`config.mk`:
```
export PLATFORM = sky130hd
export DESIGN_NAME = eco32f_ctrl_exc_flat
export DESIGN_NICKNAME = d
export VERILOG_FILES = /design/src/rtl/eco32f_ctrl_exc_pkg.sv /design/src/rtl/eco32f_ctrl_exc_if.sv /design/src/rtl/eco32f_ctrl_exc_irq_prio.sv /design/src/rtl/eco32f_ctrl_exc.sv /design/src/flat_wrapper.sv
export SDC_FILE = /design/constraint.sdc
export NUM_CORES = 1
export LEC_CHECK = 0
export BUFFER_PORTS_ARGS = -buffer_cell sky130_fd_sc_hd__buf_2
export CAP_MARGIN = 20
export CELL_PAD_IN_SITES_DETAIL_PLACEMENT = 1
export CELL_PAD_IN_SITES_GLOBAL_PLACEMENT = 2
export CORE_MARGIN = 1
export CORE_UTILIZATION = 17
export DETAILED_ROUTE_END_ITERATION = 16
export HOLD_SLACK_MARGIN = 0.06
export PLACE_DENSITY = 0.84
export SYNTH_ARGS = -nofsm -noshare
export SYNTH_HDL_FRONTEND = slang
export SYNTH_SLANG_ARGS = --single-unit
```
`constraint.sdc`:
```
create_clock -name clk -period 2.3 [get_ports clk]
set_input_delay 0.23 -clock clk [delete_from_list [all_inputs] [get_ports clk]]
set_output_delay 0.23 -clock clk [all_outputs]
set_load 0.005 [all_outputs]
```
`src/rtl/eco32f_ctrl_exc_pkg.sv`:
```
// eco32f_pkg: PSW bit positions, exception cause codes and controller FSM states
package eco32f_pkg;
  localparam int PSW_V = 27;
  localparam int PSW_UC = 26;
  localparam int PSW_UP = 25;
  localparam int PSW_UO = 24;
  localparam int PSW_IC = 23;
  localparam int PSW_IP = 22;
  localparam int PSW_IO = 21;
  localparam int PSW_PRI_HI = 20;
  localparam int PSW_PRI_LO = 16;
  localparam logic [4:0] EXC_BUS = 5'd16;
  localparam logic [4:0] EXC_ILL = 5'd17;
  localparam logic [4:0] EXC_PRIV = 5'd18;
  localparam logic [4:0] EXC_TRAP = 5'd20;
  typedef enum logic {ST_RUN, ST_FLUSH} state_t;
endpackage

```
`src/rtl/eco32f_ctrl_exc_if.sv`:
```
// eco32f_ctrl_exc_if: pipeline-side signals of the exception-aware controller
interface eco32f_ctrl_exc_if #(parameter int NUM_IRQ = 16);
  logic if_stall, id_stall, ex_stall, mem_stall;
  logic if_flush, id_flush, ex_flush, mem_flush;
  logic id_bubble, lsu_stall;
  logic [31:0] ex_rf_x, ex_branch_imm;
  logic ex_op_rrb, ex_op_j, ex_op_jr, ex_cond_true;
  logic do_branch;
  logic [31:0] branch_pc;
  logic mem_valid;
  logic [31:0] mem_pc;
  logic mem_exc_ibus_fault, mem_exc_illegal, mem_exc_priv, mem_exc_trap, mem_exc_dbus_fault;
  logic mem_op_rfx, psw_we;
  logic [31:0] psw_wdata;
  logic [NUM_IRQ-1:0] irq;
  logic [31:0] psw;
  logic epc_we;
  logic [31:0] epc;
  logic do_exception;
  logic [31:0] exception_pc;
  modport master (
    output if_stall, id_stall, ex_stall, mem_stall, if_flush, id_flush, ex_flush, mem_flush,
    output do_branch, branch_pc, psw, epc_we, epc, do_exception, exception_pc,
    input id_bubble, lsu_stall, ex_rf_x, ex_branch_imm, ex_op_rrb, ex_op_j, ex_op_jr, ex_cond_true,
    input mem_valid, mem_pc, mem_exc_ibus_fault, mem_exc_illegal, mem_exc_priv, mem_exc_trap,
    input mem_exc_dbus_fault, mem_op_rfx, psw_we, psw_wdata, irq
  );
  modport slave (
    input if_stall, id_stall, ex_stall, mem_stall, if_flush, id_flush, ex_flush, mem_flush,
    input do_branch, branch_pc, psw, epc_we, epc, do_exception, exception_pc,
    output id_bubble, lsu_stall, ex_rf_x, ex_branch_imm, ex_op_rrb, ex_op_j, ex_op_jr, ex_cond_true,
    output mem_valid, mem_pc, mem_exc_ibus_fault, mem_exc_illegal, mem_exc_priv, mem_exc_trap,
    output mem_exc_dbus_fault, mem_op_rfx, psw_we, psw_wdata, irq
  );
endinterface

```
`src/rtl/eco32f_ctrl_exc_irq_prio.sv`:
```
// eco32f_irq_prio: masked interrupt priority encoder, highest-numbered pending line wins
module eco32f_irq_prio #(parameter int NUM_IRQ = 16) (
  input  logic [NUM_IRQ-1:0] irq,
  input  logic [NUM_IRQ-1:0] mask,
  input  logic               en,
  output logic               pend,
  output logic [4:0]         cause
);
  logic [NUM_IRQ-1:0] m;
  assign m = irq & mask;
  assign pend = en & |m;
  always_comb begin
    cause = '0;
    for (int i = 0; i < NUM_IRQ; i++) cause = m[i] ? 5'(i) : cause;
  end
endmodule

```
`src/rtl/eco32f_ctrl_exc.sv`:
```
// eco32f_ctrl_exc: stall/flush/branch control with precise exception, IRQ and RFX handling at MEM
module eco32f_ctrl_exc
  import eco32f_pkg::*;
#(
  parameter int          NUM_IRQ   = 16,
  parameter logic [31:0] VEC_V0    = 32'hE000_0004,
  parameter logic [31:0] VEC_V1    = 32'hC000_0004,
  parameter logic [31:0] PSW_RESET = 32'h0
) (
  input logic clk,
  input logic rst,
  eco32f_ctrl_exc_if.master bus
);
  state_t state, state_n;
  logic [31:0] psw_q, psw_n;
  logic irq_pend, sync_exc, exc_take, rfx_take, flush_all, plus4;
  logic [4:0] irq_cause, cause;
  eco32f_irq_prio #(.NUM_IRQ(NUM_IRQ)) u_prio (
    .irq(bus.irq), .mask(psw_q[NUM_IRQ-1:0]), .en(psw_q[PSW_IC]), .pend(irq_pend), .cause(irq_cause)
  );
  assign sync_exc = bus.mem_exc_ibus_fault | bus.mem_exc_illegal | bus.mem_exc_priv |
                    bus.mem_exc_trap | bus.mem_exc_dbus_fault;
  // Redirects are gated by rst so nothing leaks out while the core is held in reset
  assign exc_take = ~rst & bus.mem_valid & ~bus.lsu_stall & (state == ST_RUN) & (sync_exc | irq_pend);
  assign rfx_take = ~rst & bus.mem_valid & bus.mem_op_rfx & ~bus.lsu_stall & (state == ST_RUN) & ~exc_take;
  assign flush_all = (state == ST_FLUSH) | exc_take | rfx_take;
  assign cause = bus.mem_exc_ibus_fault ? EXC_BUS :
                 bus.mem_exc_illegal    ? EXC_ILL :
                 bus.mem_exc_priv       ? EXC_PRIV :
                 bus.mem_exc_trap       ? EXC_TRAP :
                 bus.mem_exc_dbus_fault ? EXC_BUS : irq_cause;
  // Trap and interrupts resume after the faulting instruction; other causes re-execute it
  assign plus4 = ~(bus.mem_exc_ibus_fault | bus.mem_exc_illegal | bus.mem_exc_priv) &
                 (bus.mem_exc_trap | ~bus.mem_exc_dbus_fault);
  always_comb begin
    state_n = (exc_take | rfx_take) ? ST_FLUSH : ST_RUN;
    psw_n = bus.psw_we ? bus.psw_wdata : psw_q;
    if (exc_take) begin
      psw_n = psw_q;
      psw_n[PSW_UC:PSW_UO] = {1'b0, psw_q[PSW_UC:PSW_UP]};
      psw_n[PSW_IC:PSW_IO] = {1'b0, psw_q[PSW_IC:PSW_IP]};
      psw_n[PSW_PRI_HI:PSW_PRI_LO] = cause;
    end else if (rfx_take) begin
      psw_n = psw_q;
      psw_n[PSW_UC:PSW_UO] = {psw_q[PSW_UP:PSW_UO], psw_q[PSW_UO]};
      psw_n[PSW_IC:PSW_IO] = {psw_q[PSW_IP:PSW_IO], psw_q[PSW_IO]};
    end
  end
  always_ff @(posedge clk) begin
    if (rst) begin
      state <= ST_RUN;
      psw_q <= PSW_RESET;
    end else begin
      state <= state_n;
      psw_q <= psw_n;
    end
  end
  assign bus.mem_stall = bus.lsu_stall;
  assign bus.ex_stall = bus.lsu_stall;
  assign bus.id_stall = bus.lsu_stall;
  assign bus.if_stall = (state == ST_FLUSH) ? 1'b0 : bus.lsu_stall | bus.id_bubble;
  assign bus.if_flush = flush_all;
  assign bus.id_flush = flush_all;
  assign bus.ex_flush = flush_all;
  assign bus.mem_flush = flush_all;
  assign bus.do_branch = (bus.ex_op_j | bus.ex_op_jr | (bus.ex_op_rrb & bus.ex_cond_true)) & ~exc_take;
  assign bus.branch_pc = bus.ex_op_jr ? bus.ex_rf_x : bus.ex_branch_imm;
  assign bus.psw = psw_q;
  assign bus.epc_we = exc_take;
  assign bus.epc = plus4 ? bus.mem_pc + 32'd4 : bus.mem_pc;
  assign bus.do_exception = exc_take | rfx_take;
  assign bus.exception_pc = exc_take ? (psw_q[PSW_V] ? VEC_V1 : VEC_V0) : bus.mem_pc;
endmodule
```
`src/flat_wrapper.sv`:
```
// flat-port wrapper written by rule: the top's interface ports become plain ports
module eco32f_ctrl_exc_flat import eco32f_pkg::*;
#(
  parameter int          NUM_IRQ   = 16,
  parameter logic [31:0] VEC_V0    = 32'hE000_0004,
  parameter logic [31:0] VEC_V1    = 32'hC000_0004,
  parameter logic [31:0] PSW_RESET = 32'h0
)
  (clk, rst, bus_if_stall, bus_id_stall, bus_ex_stall, bus_mem_stall, bus_if_flush, bus_id_flush, bus_ex_flush, bus_mem_flush, bus_do_branch, bus_branch_pc, bus_psw, bus_epc_we, bus_epc, bus_do_exception, bus_exception_pc, bus_id_bubble, bus_lsu_stall, bus_ex_rf_x, bus_ex_branch_imm, bus_ex_op_rrb, bus_ex_op_j, bus_ex_op_jr, bus_ex_cond_true, bus_mem_valid, bus_mem_pc, bus_mem_exc_ibus_fault, bus_mem_exc_illegal, bus_mem_exc_priv, bus_mem_exc_trap, bus_mem_exc_dbus_fault, bus_mem_op_rfx, bus_psw_we, bus_psw_wdata, bus_irq);
  eco32f_ctrl_exc_if #(.NUM_IRQ(NUM_IRQ)) bus_i ();
  input logic clk;
  input logic rst;
  output wire logic [$bits(bus_i.if_stall)-1:0] bus_if_stall;
  output wire logic [$bits(bus_i.id_stall)-1:0] bus_id_stall;
  output wire logic [$bits(bus_i.ex_stall)-1:0] bus_ex_stall;
  output wire logic [$bits(bus_i.mem_stall)-1:0] bus_mem_stall;
  output wire logic [$bits(bus_i.if_flush)-1:0] bus_if_flush;
  output wire logic [$bits(bus_i.id_flush)-1:0] bus_id_flush;
  output wire logic [$bits(bus_i.ex_flush)-1:0] bus_ex_flush;
  output wire logic [$bits(bus_i.mem_flush)-1:0] bus_mem_flush;
  output wire logic [$bits(bus_i.do_branch)-1:0] bus_do_branch;
  output wire logic [$bits(bus_i.branch_pc)-1:0] bus_branch_pc;
  output wire logic [$bits(bus_i.psw)-1:0] bus_psw;
  output wire logic [$bits(bus_i.epc_we)-1:0] bus_epc_we;
  output wire logic [$bits(bus_i.epc)-1:0] bus_epc;
  output wire logic [$bits(bus_i.do_exception)-1:0] bus_do_exception;
  output wire logic [$bits(bus_i.exception_pc)-1:0] bus_exception_pc;
  input wire logic [$bits(bus_i.id_bubble)-1:0] bus_id_bubble;
  input wire logic [$bits(bus_i.lsu_stall)-1:0] bus_lsu_stall;
  input wire logic [$bits(bus_i.ex_rf_x)-1:0] bus_ex_rf_x;
  input wire logic [$bits(bus_i.ex_branch_imm)-1:0] bus_ex_branch_imm;
  input wire logic [$bits(bus_i.ex_op_rrb)-1:0] bus_ex_op_rrb;
  input wire logic [$bits(bus_i.ex_op_j)-1:0] bus_ex_op_j;
  input wire logic [$bits(bus_i.ex_op_jr)-1:0] bus_ex_op_jr;
  input wire logic [$bits(bus_i.ex_cond_true)-1:0] bus_ex_cond_true;
  input wire logic [$bits(bus_i.mem_valid)-1:0] bus_mem_valid;
  input wire logic [$bits(bus_i.mem_pc)-1:0] bus_mem_pc;
  input wire logic [$bits(bus_i.mem_exc_ibus_fault)-1:0] bus_mem_exc_ibus_fault;
  input wire logic [$bits(bus_i.mem_exc_illegal)-1:0] bus_mem_exc_illegal;
  input wire logic [$bits(bus_i.mem_exc_priv)-1:0] bus_mem_exc_priv;
  input wire logic [$bits(bus_i.mem_exc_trap)-1:0] bus_mem_exc_trap;
  input wire logic [$bits(bus_i.mem_exc_dbus_fault)-1:0] bus_mem_exc_dbus_fault;
  input wire logic [$bits(bus_i.mem_op_rfx)-1:0] bus_mem_op_rfx;
  input wire logic [$bits(bus_i.psw_we)-1:0] bus_psw_we;
  input wire logic [$bits(bus_i.psw_wdata)-1:0] bus_psw_wdata;
  input wire logic [$bits(bus_i.irq)-1:0] bus_irq;
  assign bus_if_stall = bus_i.if_stall;
  assign bus_id_stall = bus_i.id_stall;
  assign bus_ex_stall = bus_i.ex_stall;
  assign bus_mem_stall = bus_i.mem_stall;
  assign bus_if_flush = bus_i.if_flush;
  assign bus_id_flush = bus_i.id_flush;
  assign bus_ex_flush = bus_i.ex_flush;
  assign bus_mem_flush = bus_i.mem_flush;
  assign bus_do_branch = bus_i.do_branch;
  assign bus_branch_pc = bus_i.branch_pc;
  assign bus_psw = bus_i.psw;
  assign bus_epc_we = bus_i.epc_we;
  assign bus_epc = bus_i.epc;
  assign bus_do_exception = bus_i.do_exception;
  assign bus_exception_pc = bus_i.exception_pc;
  assign bus_i.id_bubble = bus_id_bubble;
  assign bus_i.lsu_stall = bus_lsu_stall;
  assign bus_i.ex_rf_x = bus_ex_rf_x;
  assign bus_i.ex_branch_imm = bus_ex_branch_imm;
  assign bus_i.ex_op_rrb = bus_ex_op_rrb;
  assign bus_i.ex_op_j = bus_ex_op_j;
  assign bus_i.ex_op_jr = bus_ex_op_jr;
  assign bus_i.ex_cond_true = bus_ex_cond_true;
  assign bus_i.mem_valid = bus_mem_valid;
  assign bus_i.mem_pc = bus_mem_pc;
  assign bus_i.mem_exc_ibus_fault = bus_mem_exc_ibus_fault;
  assign bus_i.mem_exc_illegal = bus_mem_exc_illegal;
  assign bus_i.mem_exc_priv = bus_mem_exc_priv;
  assign bus_i.mem_exc_trap = bus_mem_exc_trap;
  assign bus_i.mem_exc_dbus_fault = bus_mem_exc_dbus_fault;
  assign bus_i.mem_op_rfx = bus_mem_op_rfx;
  assign bus_i.psw_we = bus_psw_we;
  assign bus_i.psw_wdata = bus_psw_wdata;
  assign bus_i.irq = bus_irq;
  eco32f_ctrl_exc #(.NUM_IRQ(NUM_IRQ), .VEC_V0(VEC_V0), .VEC_V1(VEC_V1), .PSW_RESET(PSW_RESET)) u_core (.clk(clk), .rst(rst), .bus(bus_i));
endmodule
```
==> flow_summary_export.csv <==
group,metric,value,unit
status,outcome,"finished, final reports clean",
setup_path,cp_data_arrival_time,1.99,ns
synth,yosysWarnings,0,
synth,synth.yosys.seq_area_share,0.218,
cts,cts_tree,"built",
setup_path,critPathBufInv,1,
final_layout,multiInputGateArea,2190,um^2
routing,drt-initial-drc-count,45,
final_layout,nFillCells,2189,
routing,detail_route.vias_per_cell,4.33,
synth,synthesis.area,3030,um^2
synth,synth_ff_type,"dfxtp_1",
setup_path,crit_required,2.07,ns
final_layout,final-instance-count-excl-fill,876,
cts,clk_pin_slew,0.05,ns
cts,clock_latency,0.28,ns
synth,synthArstFlopShare,0,
final_layout,final_common_cell,"buf_2",
global_route,grt_start_max_net_pins,34,
synth,netlist_instances,355,
timing,rsz0062_at_grt,"yes",
final_layout,synthToLayoutAreaGrowth,62.9,%
min_path,min_path_type,"primary input to register",
synth,synth_area_leaders,"dfxtp_1 22%, mux2_2 13%, and3_1 8.1%, mux2i_1 7.9%, xnor2_1 6.4%",
floorplanning,coreArea,17400,um^2
timing,finClkSkew,0.00623,ns
timing,period_minus_slack,2.22,ns
timing,fmax,0.451,GHz
placed_design,hpwl,12000,um
synth,synth_top_area_share,0.218,
cts,cts_buffers,5,
timing,finalHoldViolations,0,
setup_path,endpoint_kind,"output port",
timing,fin_crit_sh,0.964,
pwr,finalPower,0.00205,W
global_route,antenna_found_initial,1,
synth,synth-edff-count,0,
cts,hold_buffers,0,
synth,ys_seq_elements,33,
routing,wire_per_inst,16.0,um
cts,clkSinkCount,33,
setup_path,r2r_slack,0.22,ns
placed_design,gp_congestion,0.790,
timing,slew_headroom,0.527,
setup_path,worstPathCellList,"a22oi_2, nand4_1, o211ai_4, and2_4, nand2_4, or2_4, buf_2",
pwr,ir_drop,415,uV
final_layout,drive_gt1_frac,0.602,
floorplanning,die_h,135,um
cts,cts-root-buf,"clkbuf_16",
synth,synth_top_area_cell,"dfxtp_1",
synth,syn_nets,516,
routing,dr.pass1.iters,4,
setup_path,crit_type,"register to output port",
setup_path,cp_max_fo,4,
timing,slew_violations,0,
floorplanning,die_w,135,um
floorplanning,rows,48,
floorplanning,pin_count,299,
final_layout,final_nets,810,
setup_path,crit_path_start,"u_core.bus.psw[6]",
routing,drc,0,
setup_path,rr_startpoint,"u_core.bus.psw[6]",
cts,cts_max_level,2,
setup_path,start_kind,"register",
job,maxCapViolCount,0,
placed_design,dp_worst_setup_slack,0.169,ns
timing,setup_ws,0.0832,ns
final_layout,seqCellArea,664,um^2
global_route,grt.overflow.total,0,
final_layout,mostFrequentLayoutCells,"298 x buf_2, 39 x and3_1, 35 x mux2_2",
floorplanning,die_area,18300,um^2
routing,drt_wl_total,14000,um
setup_path,slowest_delay,0.35,ns
setup_path,reg2regPathDepth,9,
timing,setup_viol,0,
floorplanning,start_util,0.174,
pwr,power.leakage,2.59,nW
synth,ys_types,49,
setup_path,crit_family,"simple AND/OR/NAND/NOR gates",
setup_path,regToRegEndpoint,"u_core.bus.psw[24]",
setup_path,endpoint,"bus_mem_flush",
global_route,grt_pass1_wl,20700,um
global_route,grtUsageTotal,0.146,
routing,ant_nets,0,
placed_design,dp_cells,863,
setup_path,critical_path_depth,7,
global_route,grt_pass1_vias,3712,
pwr,pwr_density_cell,415,nW/um^2
setup_path,slowest_stage,"dfxtp_4",
cts,clock_path_buffers,2,
timing,worst_slew_pin_slew,0.710,ns
placed_design,io_buffers,298,
routing,via_count,3789,
synth,synth.avg_cell_area,8.53,um^2
==> metal layers <==
metal / track usage / vias up / wire (um)
li1: - / 1873 / -
met1: 0.172 / 1748 / 5620
met2: 0.261 / 162 / 7110
met3: 0.0408 / 6 / 1210
met4: 0.0262 / 0 / 98
met5: 0 / - / 0
==> timing repair <==
item                                    in CTS  in global routing
buffers inserted                             2                  2
resized for setup                            0                 14
pin swaps                                    2                  6
endpoints found under the setup margin       4                  6
==> sequential cells by signal (all words and copies together), names as in the netlist <==
signal,cells
u_core.state,1
u_core.bus.psw,32
==> power breakdown <==
group / total [W] / switching (W) / internal, W
Clock: 0.000651 / 0.000253 / 0.000397
Sequential: 0.000651 / 0.0000386 / 0.000612
Combinational: 0.000746 / 0.000352 / 0.000394
Total: 0.00205 / 0.000644 / 0.00140
==> worst min-delay path: stages <==
cell and delay (ns):
buf_2 0.08, mux2i_1 0.05, nor2_1 0.07
==> kinds of logic (layout without fill, tap and decap cells) <==
family          count (synthesis)  count (layout)  share of synthesized area
xor+xnor                       29              29                     0.0839
compound gates                 43              43                      0.129
flops                          33              33                      0.218
fa+ha+maj                       1               1                    0.00413
buf+inv                        33             328                     0.0703
mux                            59              59                      0.210
simple gates                  157             157                      0.284
other cells                     0               1                          0
==> synthesized netlist by cell type, types with 2 or more instances <==
cell type and count:
and3_1 39, mux2_2 35, nor2_1 35, dfxtp_1 33, nand2_1 30, mux2i_1 24
xnor2_1 22, nand3_1 20, clkbuf_1 15, a21oi_1 11, buf_4 9, xor2_1 7
nand4_1 6, a22oi_1 4, a22oi_2 4, a311oi_2 4, and4_1 4, buf_6 4
nand2b_1 4, a31oi_1 3, and2_1 3, o21ai_0 3, a221oi_1 2, a32oi_1 2
and2_4 2, buf_8 2, inv_1 2, nand2_2 2, nand4_2 2, nor3_1 2
nor4_1 2
==> how the worst min path moves through the flow <==
stage	startpoint	to	slack, ns	cells after the start
2_1_floorplan	bus_psw_wdata[0]	u_core.bus.psw[0]	0.37	2
3_3_place_gp	bus_psw_wdata[11]	u_core.bus.psw[11]	0.46	3
3_5_place_dp	bus_psw_wdata[8]	u_core.bus.psw[8]	0.47	3
4_1_cts	bus_psw_wdata[8]	u_core.bus.psw[8]	0.18	3
5_1_grt	bus_psw_wdata[29]	u_core.bus.psw[29]	0.19	3
6_report	bus_psw_wdata[8]	u_core.bus.psw[8]	0.18	3
==> cell type report <==
class | count | share of cell area
Multi-Input combinational cell | 289 | 0.444
Timing Repair Buffer | 317 | 0.332
Sequential cell | 33 | 0.135
Tap cell | 225 | 0.0571
Clock buffer | 6 | 0.0261
Inverter | 3 | 0.00381
Clock inverter | 2 | 0.00203
Antenna cell | 1 | 0.000507
==> through the flow <==
stage | utilization | hold WS (ns) | TNS (ns) | instance area [um^2]
detailed placement | 0.272 | 0.469 | 0 | 4710
global route | 0.284 | 0.191 | -0.0898 | 4930
finish | 0.284 | 0.181 | 0 | 4930
CTS | 0.280 | 0.177 | 0 | 4870
global placement | 0.272 | 0.460 | 0 | 4710
floorplan | - | 0.374 | 0 | 3030
Power figures use the tool's default switching activity.
